## src/rtl/interrupt_sequencer_pkg.sv

```systemverilog
// Shared processor package: interrupt sequencer state encoding and stack push word format.
package interrupt_sequencer_pkg;

    localparam int PUSH_W  = 16;
    localparam int FLAGS_W = 3;
    localparam int CNT_W   = 3;

    typedef enum logic [2:0] {
        IDLE,
        DRAIN,
        PUSH_HI,
        PUSH_LO,
        PUSH_FLG,
        VECTOR,
        ACTIVE
    } int_state_e;

    // CCR {C,N,Z} sits in the low bits of its stack word.
    function automatic logic [PUSH_W-1:0] flag_word(input logic [FLAGS_W-1:0] flags);
        return {{(PUSH_W - FLAGS_W){1'b0}}, flags};
    endfunction

endpackage

```

## src/rtl/interrupt_sequencer_int_edge_latch.sv

```systemverilog
// Samples Int, detects a rising edge against the previous sample and holds it in a
// one-deep pending bit until the sequencer takes it.
module int_edge_latch (
    input  logic Clk,
    input  logic Rst,
    input  logic Int,
    input  logic clear,
    output logic pending
);

    logic int_s;
    logic int_q;

    // NOTE: non-blocking assignments, so int_q picks up the old int_s and the edge compare sees two distinct samples.
    always_ff @(posedge Clk) begin
        if (Rst) begin
            int_s   <= 1'b0;
            int_q   <= 1'b0;
            pending <= 1'b0;
        end else begin
            int_s <= Int;
            int_q <= int_s;
            // An edge that arrives while a request is still pending is dropped.
            if (clear) begin
                pending <= 1'b0;
            end else if (int_s && !int_q) begin
                pending <= 1'b1;
            end
        end
    end

endmodule

```

## src/rtl/interrupt_sequencer.sv

```systemverilog
// Interrupt entry sequencer: freeze fetch, drain, push return PC (plus CCR when
// INT_FLAGS_PUSH_EN is defined), strobe the vector into the PC, wait for RTI.
module interrupt_sequencer
    import interrupt_sequencer_pkg::*;
#(
    parameter int                ADDR_W       = 32,
    parameter logic [ADDR_W-1:0] VECTOR_ADDR  = '0,
    parameter int                DRAIN_CYCLES = 3
) (
    input  logic              Clk,
    input  logic              Rst,
    input  logic              Int,
    input  logic              branch_pending,
    input  logic [ADDR_W-1:0] pc_in,
    input  logic [FLAGS_W-1:0] flags_in,
    input  logic              push_ack,
    input  logic              rti_done,
    output logic              freeze,
    output logic              push_req,
    output logic [PUSH_W-1:0] push_data,
    output logic              pc_load,
    output logic [ADDR_W-1:0] pc_vec,
    output logic              int_active
);

    localparam logic [CNT_W-1:0] DRAIN_LAST = CNT_W'(DRAIN_CYCLES - 1);

    int_state_e        state;
    logic [CNT_W-1:0]  cnt;
    logic [ADDR_W-1:0] pc_cap;
    logic              pending;
    logic              take;

`ifdef INT_FLAGS_PUSH_EN
    logic [FLAGS_W-1:0] flags_cap;
`else
    logic unused_flags;
    assign unused_flags = ^flags_in;
`endif

    function automatic logic [PUSH_W-1:0] pc_hi(input logic [ADDR_W-1:0] pc);
        return PUSH_W'(pc >> 16);
    endfunction

    function automatic logic [PUSH_W-1:0] pc_lo(input logic [ADDR_W-1:0] pc);
        return PUSH_W'(pc);
    endfunction

    assign take   = (state == IDLE) && pending;
    assign pc_vec = VECTOR_ADDR;

    int_edge_latch u_edge (
        .Clk     (Clk),
        .Rst     (Rst),
        .Int     (Int),
        .clear   (take),
        .pending (pending)
    );

    always_ff @(posedge Clk) begin
        if (Rst) begin
            state      <= IDLE;
            cnt        <= '0;
            pc_cap     <= '0;
`ifdef INT_FLAGS_PUSH_EN
            flags_cap  <= '0;
`endif
            freeze     <= 1'b0;
            push_req   <= 1'b0;
            push_data  <= '0;
            pc_load    <= 1'b0;
            int_active <= 1'b0;
        end else begin
            pc_load <= 1'b0;
            case (state)
                IDLE: if (pending) begin
                    state      <= DRAIN;
                    cnt        <= '0;
                    freeze     <= 1'b1;
                    int_active <= 1'b1;
                end
                // The count saturates, so a late branch only stretches the wait.
                DRAIN: begin
                    if (cnt != DRAIN_LAST) begin
                        cnt <= cnt + CNT_W'(1);
                    end else if (!branch_pending) begin
                        state     <= PUSH_HI;
                        pc_cap    <= pc_in;
`ifdef INT_FLAGS_PUSH_EN
                        flags_cap <= flags_in;
`endif
                        push_req  <= 1'b1;
                        push_data <= pc_hi(pc_in);
                    end
                end
                PUSH_HI: begin
                    push_data <= push_ack ? pc_lo(pc_cap) : pc_hi(pc_cap);
                    if (push_ack) state <= PUSH_LO;
                end
                PUSH_LO: if (push_ack) begin
`ifdef INT_FLAGS_PUSH_EN
                    state     <= PUSH_FLG;
                    push_data <= flag_word(flags_cap);
`else
                    state     <= VECTOR;
                    push_req  <= 1'b0;
                    push_data <= '0;
                    pc_load   <= 1'b1;
`endif
                end
`ifdef INT_FLAGS_PUSH_EN
                PUSH_FLG: if (push_ack) begin
                    state     <= VECTOR;
                    push_req  <= 1'b0;
                    push_data <= '0;
                    pc_load   <= 1'b1;
                end
`endif
                VECTOR: begin
                    state  <= ACTIVE;
                    freeze <= 1'b0;
                end
                ACTIVE: if (rti_done) begin
                    state      <= IDLE;
                    int_active <= 1'b0;
                end
                default: begin
                    state      <= IDLE;
                    freeze     <= 1'b0;
                    push_req   <= 1'b0;
                    push_data  <= '0;
                    int_active <= 1'b0;
                end
            endcase
        end
    end

endmodule

```

## config.mk

```make
export PLATFORM = sky130hd
export DESIGN_NAME = interrupt_sequencer
export DESIGN_NICKNAME = d
export VERILOG_FILES = /design/src/rtl/interrupt_sequencer_pkg.sv /design/src/rtl/interrupt_sequencer_int_edge_latch.sv /design/src/rtl/interrupt_sequencer.sv
export SDC_FILE = /design/constraint.sdc
export NUM_CORES = 1
export LEC_CHECK = 0
export BUFFER_PORTS_ARGS = -buffer_cell sky130_fd_sc_hd__buf_2
export CAP_MARGIN = 20
export CORE_MARGIN = 4
export CORE_UTILIZATION = 51
export CTS_CLUSTER_SIZE = 28
export DETAILED_ROUTE_END_ITERATION = 10
export GPL_TIMING_DRIVEN = 0
export PLACE_DENSITY_LB_ADDON = 0.12
export SLEW_MARGIN = 30
export SYNTH_ARGS = -nofsm -noshare
export SYNTH_HDL_FRONTEND = slang
export SYNTH_HIERARCHICAL = 1
export SYNTH_SLANG_ARGS = --single-unit
```

## constraint.sdc

```tcl
create_clock -name Clk -period 2.15 [get_ports Clk]
set_clock_uncertainty 0.05 [all_clocks]
set_input_delay 0.43 -clock Clk [delete_from_list [all_inputs] [get_ports Clk]]
set_output_delay 0.43 -clock Clk [all_outputs]
set_load 0.02 [all_outputs]
```

==> results by group, run 1 <==
Run status
  – Status: finished, final reports clean

Timing
  – Setup TNS: 0 ns
  – Fmax: 513 MHz
  – Fin. Hold Viols: 0
  – Final min period: 1.95 ns
  – Slew @ Worst Pin: 0.570 ns
  – Endpoints failing setup: 0
  – Slew Limit Fails: 0
  – Final period utilization: 0.907
  – RSZ-0062 raised after global routing: false
  – Final setup margin: 0.199 ns
  – Slew margin rel.: 0.620

Global routing
  – Largest net degree at the start of global routing: 11
  – Vias in the first global route: 2,438
  – Gr ovfl total: 0
  – First-pass GRT wire length: 11,500 um
  – Overall Global Routing Usage: 0.204
  – Antenna violations before repair: 0

Floorplan
  – Die ar.: 7080 um2
  – Initial Utilization: 0.531
  – Chip width: 84.2 um
  – Core area: 5570 um2
  – I/O pin count: 93
  – Die Y: 84.2 um
  – Rows: 27

Clock network
  – Reg clk slew, reported paths: 0.07 ns
  – Clk Latency, worst-skew pair: 0.34 ns
  – Post CTS Setup Buffer Count: 0
  – Htree depth: 3
  – CTS root buf: clkbuf_8
  – TritonCTS clock tree: yes
  – Maximum root-to-sink buffer count: 2
  – CTS sink cnt: 61
  – Inserted Clock Buffers: 9

Critical path
  – CP Data Required Time: 2.34 ns
  – Crit Path Max Fanout: 10
  – Setup CP Type: reg2reg
  – Data arrival time of the worst path: 2.14 ns
  – Startpoint types: register
  – CP endpoint kind: register

Synthesis
  – Synth unique cells: 39
  – Yosys top cell area share: 0.413
  – Leading area contributor after synthesis: dfxtp_1
  – Cell count after synthesis: 360
  – Sequential share of the synthesized area: 0.413
  – Most numerous cell in the Yosys netlist: nand2_1
  – Most frequent cells after synthesis: nand2_1 (69), a21oi_1 (67), dfxtp_1 (61)
  – #FFs+latches synth: 61
  – Cell Area, Synth: 2960 um2
  – Synth Area per Inst: 8.22 um2
  – EDFF count, synth: 0
  – Top_reg_cell synth: dfxtp_1
  – Yosys warns: 6
  – Async set-reset flop share out of synthesis: 0
  – Top cells by area, synth: dfxtp_1 (41%), a21oi_1 (11%), buf_4 (8.9%)

Final layout
  – Share of layout cells above drive strength 1: 0.276
  – P&R area growth vs syn: 25.2%
  – Ant. Diodes: 0
  – Final nets: 502

Power and ir drop
  – Comb power frac: 0.210
  – Part of the power in registers: 0.399
  – LEAKAGE: 1.58 nW
  – Sw frac: 0.283
  – P_sw: 0.000884 W
  – P_int: 0.00224 W
  – VDD IR-drop max: 0.442 mV
  – PD cells: 843 nW/um2
  – Clock power frac: 0.391

Route
  – Antenna Violating Nets Remaining: 0
  – Drc violations: 0
  – Vias: 2,628
  – Post-DR wirelength/cell: 13.3 um
  – DRT Wirelength: 7110 um
  – Drt initial violations: 142
  – DRT Pass-1 Iters: 4
  – Via density: 4.90

Place
  – RePlAce Congestion: 0.819
  – Post-place setup slack: 0.202 ns
  – Hpwl dp: 5270 um
  – I/O Buffers: 57

Hold path
  – Hold WC Path Type: in2reg

Job
  – Max cap viols: 0
## kinds of logic (layout without fill, tap and decap cells)
kind of cell	Yosys count	after routing	share of synthesized area
flops	61	61	0.413
compound gates	97	97	0.198
fa+ha+maj	2	2	0.00846
other cells	1	32	0.00127
buf+inv	63	136	0.138
simple gates	117	117	0.176
mux	19	19	0.0647
## layout make-up
type	count	area, um2
plain buffers	61	405
clock buffers	13	179
clock inverters	3	65.1
fillers	513	1870
inverters	2	7.51
multi-input cells	267	1450
flip-flops and latches	61	1220
well taps	72	90.1
repair buffers	57	285
## repair_timing
| item | CTS | global route |
|---|---|---|
| hold buffers | 0 | 0 |
| setup endpoints to repair | 0 | 3 |
| gates resized for setup | 0 | 4 |
| endpoints found under the hold margin | 0 | 0 |
## routing by layer
layer  global-route usage  vias to the layer above  wire length, um
li1                     -                     1370                -
met1                0.270                     1146             3280
met2                0.319                      103             3090
met3               0.0608                        9              626
met5                    0                        -                0
met4               0.0702                        0              103
## flip-flops by register name, summed over array words and instances (netlist names), 3 cells and up
register,flops
cnt,3
pc_cap,32
push_data,16
state,3
## power by group through the flow
stage / clock, W / combinational (W) / sequential (W)
2_1_floorplan: 0 / 0.000391 / 0.00135
3_3_place_gp: 0 / 0.000641 / 0.00127
3_5_place_dp: 0 / 0.000650 / 0.00127
4_1_cts: 0.00124 / 0.000651 / 0.00125
5_1_grt: 0.00128 / 0.000715 / 0.00125
6_report: 0.00122 / 0.000656 / 0.00125
## worst max-delay path: stages, from the launching register on
cell	delay, ns
dfxtp_1	0.34
inv_1	0.06
ha_1	0.18
nor3b_4	0.26
nand2b_1	0.14
clkbuf_1	0.22
buf_2	0.26
a21oi_1	0.09
a311oi_1	0.26
## worst paths after layout
check                                              from                         end  slack, ns  depth (start not counted)
worst max-delay path                cnt[0]$_SDFFE_PP0P_  push_data[14]$_SDFFE_PP0P_       0.20                          8
worst min register to register  pc_cap[27]$_SDFFE_PP0P_     pc_cap[27]$_SDFFE_PP0P_       0.40                          2
worst min-delay path                                Int     u_edge/int_s$_SDFF_PP0_       0.24                          2
worst max register to register      cnt[0]$_SDFFE_PP0P_  push_data[14]$_SDFFE_PP0P_       0.20                          8
## placed cells by master, fill, tap and decap left out, types with 2 or more instances in the layout
| cell type | n |
|---|---|
| clkbuf_8 | 13 |
| conb_1 | 32 |
| inv_1 | 2 |
| nand2b_1 | 3 |
| buf_4 | 35 |
| nor3b_1 | 2 |
| nor2b_1 | 5 |
| nor2_1 | 28 |
| buf_6 | 4 |
| buf_2 | 65 |
| a32o_1 | 2 |
| nand2_1 | 69 |
| a21oi_1 | 67 |
| clkbuf_1 | 11 |
| o21ai_0 | 3 |
| ha_1 | 2 |
| dfxtp_1 | 61 |
| mux2i_1 | 18 |
| a311oi_1 | 16 |
| bufinv_16 | 2 |
## metrics by stage
stage / utilization / instances / hold WS [ns] / power, W / cell area [um2]
after CTS: 0.663 / 536 / 0.232 / 0.00313 / 3690
after detailed placement: 0.619 / 520 / 0.396 / 0.00192 / 3450
final: 0.664 / 536 / 0.240 / 0.00312 / 3700
after floorplan: - / 391 / 0.386 / 0.00174 / 3070
after global placement: 0.619 / 520 / 0.391 / 0.00191 / 3450
after global routing: 0.664 / 536 / 0.263 / 0.00325 / 3700
(Power assumes the default switching activity.)
==> run 2: changes to the inputs <==
==> constraint.sdc (replaced) <==
create_clock -name Clk -period 2.15 [get_ports Clk]
set_clock_uncertainty 0.05 [all_clocks]
set_input_delay 0.1075 -clock Clk [delete_from_list [all_inputs] [get_ports Clk]]
set_output_delay 0.1075 -clock Clk [all_outputs]
set_load 0.02 [all_outputs]
==> results by group, run 2 (synthesis results as in run 1) <==
Timing
  – Fin Hold WS: 0.0144 ns (-0.225 ns)
  – RSZ-0062 raised after global routing: false
  – Final min period: 1.95 ns (+0.00220 ns)
  – Slew @ Worst Pin: 0.584 ns (+0.0144 ns)
  – Endpoints failing setup: 0 (unchanged)
  – Slew Limit Fails: 0 (unchanged)
  – Fin. Hold Viols: 0 (unchanged)
  – Final period utilization: 0.909 (+0.00102)
  – Setup TNS: 0 ns (unchanged)
  – Slew margin rel.: 0.610 (-0.00958)
  – Fmax: 512 MHz (-0.11%)

Critical path
  – Setup CP Type: reg2reg
  – FF-to-FF Start: cnt[0]$_SDFFE_PP0P_
  – Slowest cell delay on critical path: 0.34 ns (about the same)
  – CP max-delay cell: dfxtp_1
  – R2r setup slk: 0.20 ns (about the same)
  – R2R depth: 8 (unchanged)
  – Crit-path cells: inv_1 -> ha_1 -> nor3b_4 -> nand2b_1 -> clkbuf_1 -> buf_2 -> a21oi_1 -> a311oi_1
  – Data arrival time of the worst path: 2.14 ns (about the same)
  – CP endpoint kind: register
  – CP Data Required Time: 2.34 ns (about the same)
  – Worst reg2reg endpoint: push_data[14]$_SDFFE_PP0P_
  – Crit Path Max Fanout: 10 (unchanged)
  – Startpoint types: register

Route
  – Via density: 4.89 (-0.24%)
  – Vias: 2,783 (+5.9%)
  – Post-DR wirelength/cell: 13.5 um (+1.9%)
  – Drc violations: 0 (unchanged)
  – Drt initial violations: 180 (+27%)
  – DRT Wirelength: 7690 um (+8.2%)
  – Antenna Violating Nets Remaining: 0 (unchanged)
  – DRT Pass-1 Iters: 4 (unchanged)

Final layout
  – Number of flip-flops in the largest register: 32 (unchanged)
  – Area occupied by multi-input gates: 1450 um2 (unchanged)
  – Reg with most FFs: pc_cap
  – Fillers: 465 (-9.4%)
  – FF+latch area: 1220 um2 (unchanged)
  – Post-layout instance area: 4030 um2 (+8.9%)
  – Ant. Diodes: 0 (unchanged)
  – Largest registers: pc_cap: 32 flops, push_data: 16 flops
  – Most frequent cells in the layout: nand2_1 (69), a21oi_1 (67), buf_2 (65)
  – Final nets: 535 (+6.6%)
  – Share of layout cells above drive strength 1: 0.258 (-0.0183)
  – P&R area growth vs syn: 36.4%
  – Non-filler cells, final: 569 (+6.2%)
  – Most common cell after layout, fill and taps aside: nand2_1

Place
  – Hpwl dp: 5270 um (unchanged)
  – Placed Instances: 520 (unchanged)
  – I/O Buffers: 57 (unchanged)
  – Placed inst area: 3450 um2 (unchanged)
  – RePlAce Congestion: 0.819 (unchanged)

Floorplan
  – Rows: 27 (unchanged)
  – Core area: 5570 um2 (unchanged)
  – Chip width: 84.2 um (unchanged)
  – Die Y: 84.2 um (unchanged)
  – Die ar.: 7080 um2 (unchanged)
  – I/O pin count: 93 (unchanged)
  – Initial Utilization: 0.531 (unchanged)

Clock network
  – CTS sink cnt: 61 (unchanged)
  – Post CTS Setup Buffer Count: 0 (unchanged)
  – Reg clk slew, reported paths: 0.07 ns (about the same)
  – Maximum root-to-sink buffer count: 2 (unchanged)
  – TritonCTS clock tree: yes
  – Htree depth: 3 (unchanged)
  – Inserted Clock Buffers: 9 (unchanged)
  – CTS root buf: clkbuf_8
  – Clk Latency, worst-skew pair: 0.34 ns (about the same)

Power and ir drop
  – LEAKAGE: 1.72 nW (+8.7%)
  – VDD IR-drop max: 0.455 mV (+3.1%)
  – Comb power frac: 0.222 (+0.012)
  – PD cells: 786 nW/um2 (-6.7%)
  – Sw frac: 0.282 (-0.00109)
  – P_sw: 0.000894 W (+1.2%)
  – Part of the power in registers: 0.393 (-0.006)
  – Clock power frac: 0.385 (-0.006)
  – P_int: 0.00228 W (+1.7%)

Global routing
  – First-pass GRT wire length: 12,400 um (+8.2%)
  – Antenna violations before repair: 0 (unchanged)
  – Gr ovfl total: 0 (unchanged)
  – Vias in the first global route: 2,675 (+9.7%)
  – Overall Global Routing Usage: 0.220 (+0.0156)
  – Largest net degree at the start of global routing: 11 (unchanged)

Hold path
  – Hold WC Path Type: in2reg
  – Worst hold endpoint: u_edge/int_s$_SDFF_PP0_
  – Hold depth: 2 (unchanged)
  – Hold Startpoint: Rst

Job
  – Max cap viols: 0 (unchanged)

Run status
  – Status: finished, final reports clean
==> run 2: how the worst max path moves through the flow <==
stage / depth (start not counted) / start / endpoint / slack [ns]
after detailed placement: 8 / cnt[0]$_SDFFE_PP0P_ / push_data[6]$_SDFFE_PP0P_ / 0.20
after floorplan: 8 / cnt[0]$_SDFFE_PP0P_ / push_data[5]$_SDFFE_PP0P_ / 0.55
final: 8 / cnt[0]$_SDFFE_PP0P_ / push_data[14]$_SDFFE_PP0P_ / 0.20
after CTS: 8 / cnt[0]$_SDFFE_PP0P_ / push_data[14]$_SDFFE_PP0P_ / 0.18
after global placement: 8 / cnt[0]$_SDFFE_PP0P_ / push_data[3]$_SDFFE_PP0P_ / 0.24
after global routing: 8 / cnt[0]$_SDFFE_PP0P_ / push_data[6]$_SDFFE_PP0P_ / 0.03
==> run 2: stage by stage <==
| stage | setup slack, ns | total power [W] | util |
|---|---|---|---|
| global placement | 0.241 | 0.00191 | 0.619 |
| CTS | 0.176 | 0.00318 | 0.722 |
| floorplan | 0.545 | 0.00174 | - |
| detailed placement | 0.202 | 0.00192 | 0.619 |
| finish | 0.197 | 0.00317 | 0.724 |
| global route | 0.0262 | 0.00330 | 0.724 |
==> run 2: layout make-up <==
cell class / instances / share of cell area
plain buffers: 61 / 0.100
multi-input cells: 267 / 0.359
inverters: 2 / 0.00186
repair buffers: 90 / 0.153
clock inverters: 3 / 0.0161
clock buffers: 13 / 0.0444
flip-flops and latches: 61 / 0.303
well taps: 72 / 0.0223
==> run 2: power groups by stage <==
stage / Clock [W] / Combinational [W] / Sequential (W)
2_1_floorplan: 0 / 0.000391 / 0.00135
3_3_place_gp: 0 / 0.000641 / 0.00127
3_5_place_dp: 0 / 0.000650 / 0.00127
4_1_cts: 0.00124 / 0.000696 / 0.00125
5_1_grt: 0.00127 / 0.000767 / 0.00125
6_report: 0.00122 / 0.000704 / 0.00125
==> run 2: per-layer routing <==
metal,track usage,share of wire,up-vias
met1,0.282,0.45,1229
li1,-,-,1432
met3,0.0559,0.072,18
met4,0.0848,0.021,0
met2,0.356,0.46,104
met5,0,0,-
==> run 2: repair_timing <==
item	CTS	global route
resized for setup	0	4
hold buffers	33	0
endpoints found under the hold margin	33	0
setup endpoints to repair	0	3
==> run 2: worst max-delay path, delay by kind of cell (launching register included) <==
family / cells / cell delay, ns
buffers and inverters: 3 / 0.54
and+or+nand+nor: 2 / 0.40
AOI/OAI and AO/OA: 2 / 0.35
DFF: 1 / 0.34
adders and majority gates: 1 / 0.18
==> run 3: changes to the inputs <==
--- a/config.mk
+++ b/config.mk
@@ -7,11 +7,12 @@
 export LEC_CHECK = 0
 export BUFFER_PORTS_ARGS = -buffer_cell sky130_fd_sc_hd__buf_2
 export CAP_MARGIN = 20
+export CORE_ASPECT_RATIO = 0.7
 export CORE_MARGIN = 4
 export CORE_UTILIZATION = 51
-export CTS_CLUSTER_SIZE = 28
 export DETAILED_ROUTE_END_ITERATION = 10
 export GPL_TIMING_DRIVEN = 0
+export HOLD_SLACK_MARGIN = 0.12
 export PLACE_DENSITY_LB_ADDON = 0.12
 export SLEW_MARGIN = 30
 export SYNTH_ARGS = -nofsm -noshare
==> results by group, run 3 (synthesis results as in run 1) <==
Power and ir drop
  – PD cells: 769 nW/um2 (-2.1%)
  – VDD IR-drop max: 0.451 mV (-0.83%)
  – Part of the power in registers: 0.402 (+0.009)
  – LEAKAGE: 1.72 nW (-0.22%)
  – Comb power frac: 0.229 (+0.007)
  – P_sw: 0.000889 W (-0.59%)
  – P_int: 0.00221 W (-2.8%)
  – Sw frac: 0.287 (+0.00467)
  – Clock power frac: 0.369 (-0.016)

Final layout
  – Ant. Diodes: 0 (unchanged)
  – Most common cell after layout, fill and taps aside: nand2_1
  – Share of layout cells above drive strength 1: 0.253 (-0.00504)
  – Post-layout instance area: 4030 um2 (about the same)
  – Largest registers: pc_cap: 32 flops, push_data: 16 flops
  – Number of flip-flops in the largest register: 32 (unchanged)
  – Reg with most FFs: pc_cap
  – Most frequent cells in the layout: nand2_1 (69), a21oi_1 (67), buf_2 (66)
  – P&R area growth vs syn: 36.3% (about the same)
  – Final Util: 0.743 (+0.0197)
  – Final nets: 537 (+0.37%)

Run status
  – Status: finished, final reports clean

Timing
  – Final min period: 1.93 ns (-0.0248 ns)
  – Setup TNS: 0 ns (unchanged)
  – Slew Limit Fails: 0 (unchanged)
  – Slew @ Worst Pin: 0.587 ns (+0.00266 ns)
  – Slew margin rel.: 0.609 (-0.00177)
  – RSZ-0062 raised after global routing: false
  – Final setup margin: 0.222 ns (+0.0248 ns)
  – Fin. Hold Viols: 0 (unchanged)
  – Fmax: 519 MHz (+1.3%)
  – Final period utilization: 0.897 (-0.0115)
  – Endpoints failing setup: 0 (unchanged)

Critical path
  – CP bufs+invs: 3 (unchanged)
  – Data arrival time of the worst path: 2.13 ns (about the same)
  – CP endpoint kind: register
  – Startpoint types: register
  – FF-to-FF Start: cnt[0]$_SDFFE_PP0P_
  – R2R depth: 8 (unchanged)
  – Crit Path Max Fanout: 10 (unchanged)
  – Delay-heaviest family, CP: buffers and inverters
  – Crit-path cells: inv_1 -> ha_1 -> nor3b_4 -> nand2b_1 -> clkbuf_1 -> buf_2 -> a21oi_1 -> a311oi_1
  – R2r setup slk: 0.22 ns (+0.02 ns)
  – Worst reg2reg endpoint: push_data[7]$_SDFFE_PP0P_
  – Setup CP Type: reg2reg
  – CP Data Required Time: 2.35 ns (about the same)
  – Slowest cell delay on critical path: 0.34 ns (about the same)
  – CP max-delay cell: dfxtp_1

Place
  – I/O Buffers: 57 (unchanged)
  – Post-place setup slack: 0.210 ns (+0.00762 ns)
  – RePlAce Congestion: 0.833 (+1.7%)
  – Placed inst area: 3450 um2 (unchanged)
  – Hpwl dp: 5590 um (+6.0%)

Floorplan
  – Core area: 5420 um2 (-2.7%)
  – Chip width: 99.0 um (+18%)
  – Initial Utilization: 0.545 (+0.0148)
  – I/O pin count: 93 (unchanged)
  – Rows: 22 (-19%)
  – Die ar.: 7100 um2 (+0.28%)
  – Die Y: 71.7 um (-15%)

Clock network
  – CTS root buf: clkbuf_8
  – TritonCTS clock tree: yes
  – Htree depth: 3 (unchanged)
  – CTS sink cnt: 61 (unchanged)
  – Clk Latency, worst-skew pair: 0.34 ns (about the same)
  – Post CTS Setup Buffer Count: 0 (unchanged)
  – Inserted Clock Buffers: 9 (unchanged)
  – Maximum root-to-sink buffer count: 2 (unchanged)
  – Reg clk slew, reported paths: 0.07 ns (about the same)

Route
  – Via density: 5.02 (+2.6%)
  – Antenna Violating Nets Remaining: 0 (unchanged)
  – Vias: 2,865 (+2.9%)
  – DRT Wirelength: 8040 um (+4.6%)
  – DRT Pass-1 Iters: 5 (+1)
  – Post-DR wirelength/cell: 14.1 um (+4.2%)
  – Drc violations: 0 (unchanged)
  – Drt initial violations: 142 (-21%)

Global routing
  – Antenna violations before repair: 0 (unchanged)
  – First-pass GRT wire length: 12,600 um (+1.4%)
  – Largest net degree at the start of global routing: 11 (unchanged)
  – Gr ovfl total: 0 (unchanged)
  – Overall Global Routing Usage: 0.230 (+0.00992)
  – Vias in the first global route: 2,571 (-3.9%)

Hold path
  – Worst hold endpoint: state[2]$_SDFFE_PP0P_
  – Hold Startpoint: rti_done
  – Hold depth: 4 (+2)
  – Hold WC Path Type: in2reg

Job
  – Max cap viols: 0 (unchanged)
## run 3: changes by cell type in the layout (fill, tap and decap cells not counted), sizes merged
| cell | before | now |
|---|---|---|
| dlygate4sd3 | 33 | 35 |
| clkinv | 1 | 2 |
| buf | 105 | 106 |
| clkbuf | 26 | 24 |
## run 3: metal layers
metal	wire length [um]	global-route usage	vias to the layer above
li1	-	-	1440
met1	3670	0.322	1288
met2	3500	0.342	124
met3	766	0.0681	13
met4	110	0.0712	0
met5	0	0	-
## run 3: how the worst max path moves through the flow
stage	startpoint	to	slack, ns	cells past startpoint
after CTS	cnt[0]$_SDFFE_PP0P_	push_data[12]$_SDFFE_PP0P_	0.19	8
after floorplan	cnt[0]$_SDFFE_PP0P_	push_data[5]$_SDFFE_PP0P_	0.55	8
after detailed placement	cnt[0]$_SDFFE_PP0P_	push_data[12]$_SDFFE_PP0P_	0.21	8
after global routing	cnt[0]$_SDFFE_PP0P_	push_data[14]$_SDFFE_PP0P_	0.005	8
final	cnt[0]$_SDFFE_PP0P_	push_data[7]$_SDFFE_PP0P_	0.22	8
after global placement	cnt[0]$_SDFFE_PP0P_	push_data[5]$_SDFFE_PP0P_	0.26	8
## run 3: stage by stage
step                      hold slack, ns  total power, W  instances
after floorplan                    0.129         0.00174        391
after global placement             0.268         0.00192        520
after detailed placement           0.289         0.00192        520
after CTS                          0.129         0.00310        571
after global routing               0.168         0.00324        571
final                              0.136         0.00310        571
## run 3: tightest hold or removal path: stages
cell and delay, ns:
buf_2 0.10, o21ai_0 0.12, nand2_1 0.09, a21oi_1 0.06
## run 3: layout make-up
class                   count  area (um2)
fillers                   418        1390
clock inverters             4        70.1
clock buffers              12         155
well taps                  72        90.1
flip-flops and latches     61        1220
inverters                   2        7.51
repair buffers             92         636
multi-input cells         267        1450
plain buffers              61         402
## run 3: power groups by stage
stage               Combinational [W]  Sequential (W)  Clock [W]
CTS                          0.000701         0.00125    0.00115
global route                 0.000772         0.00126    0.00121
finish                       0.000709         0.00125    0.00114
detailed placement           0.000653         0.00127          0
floorplan                    0.000391         0.00135          0
global placement             0.000646         0.00127          0
## run 3: repair_timing
action,in CTS,in global routing
hold buffers,35,0
resized for setup,0,1
endpoints found under the hold margin,39,0
setup endpoints to repair,0,7
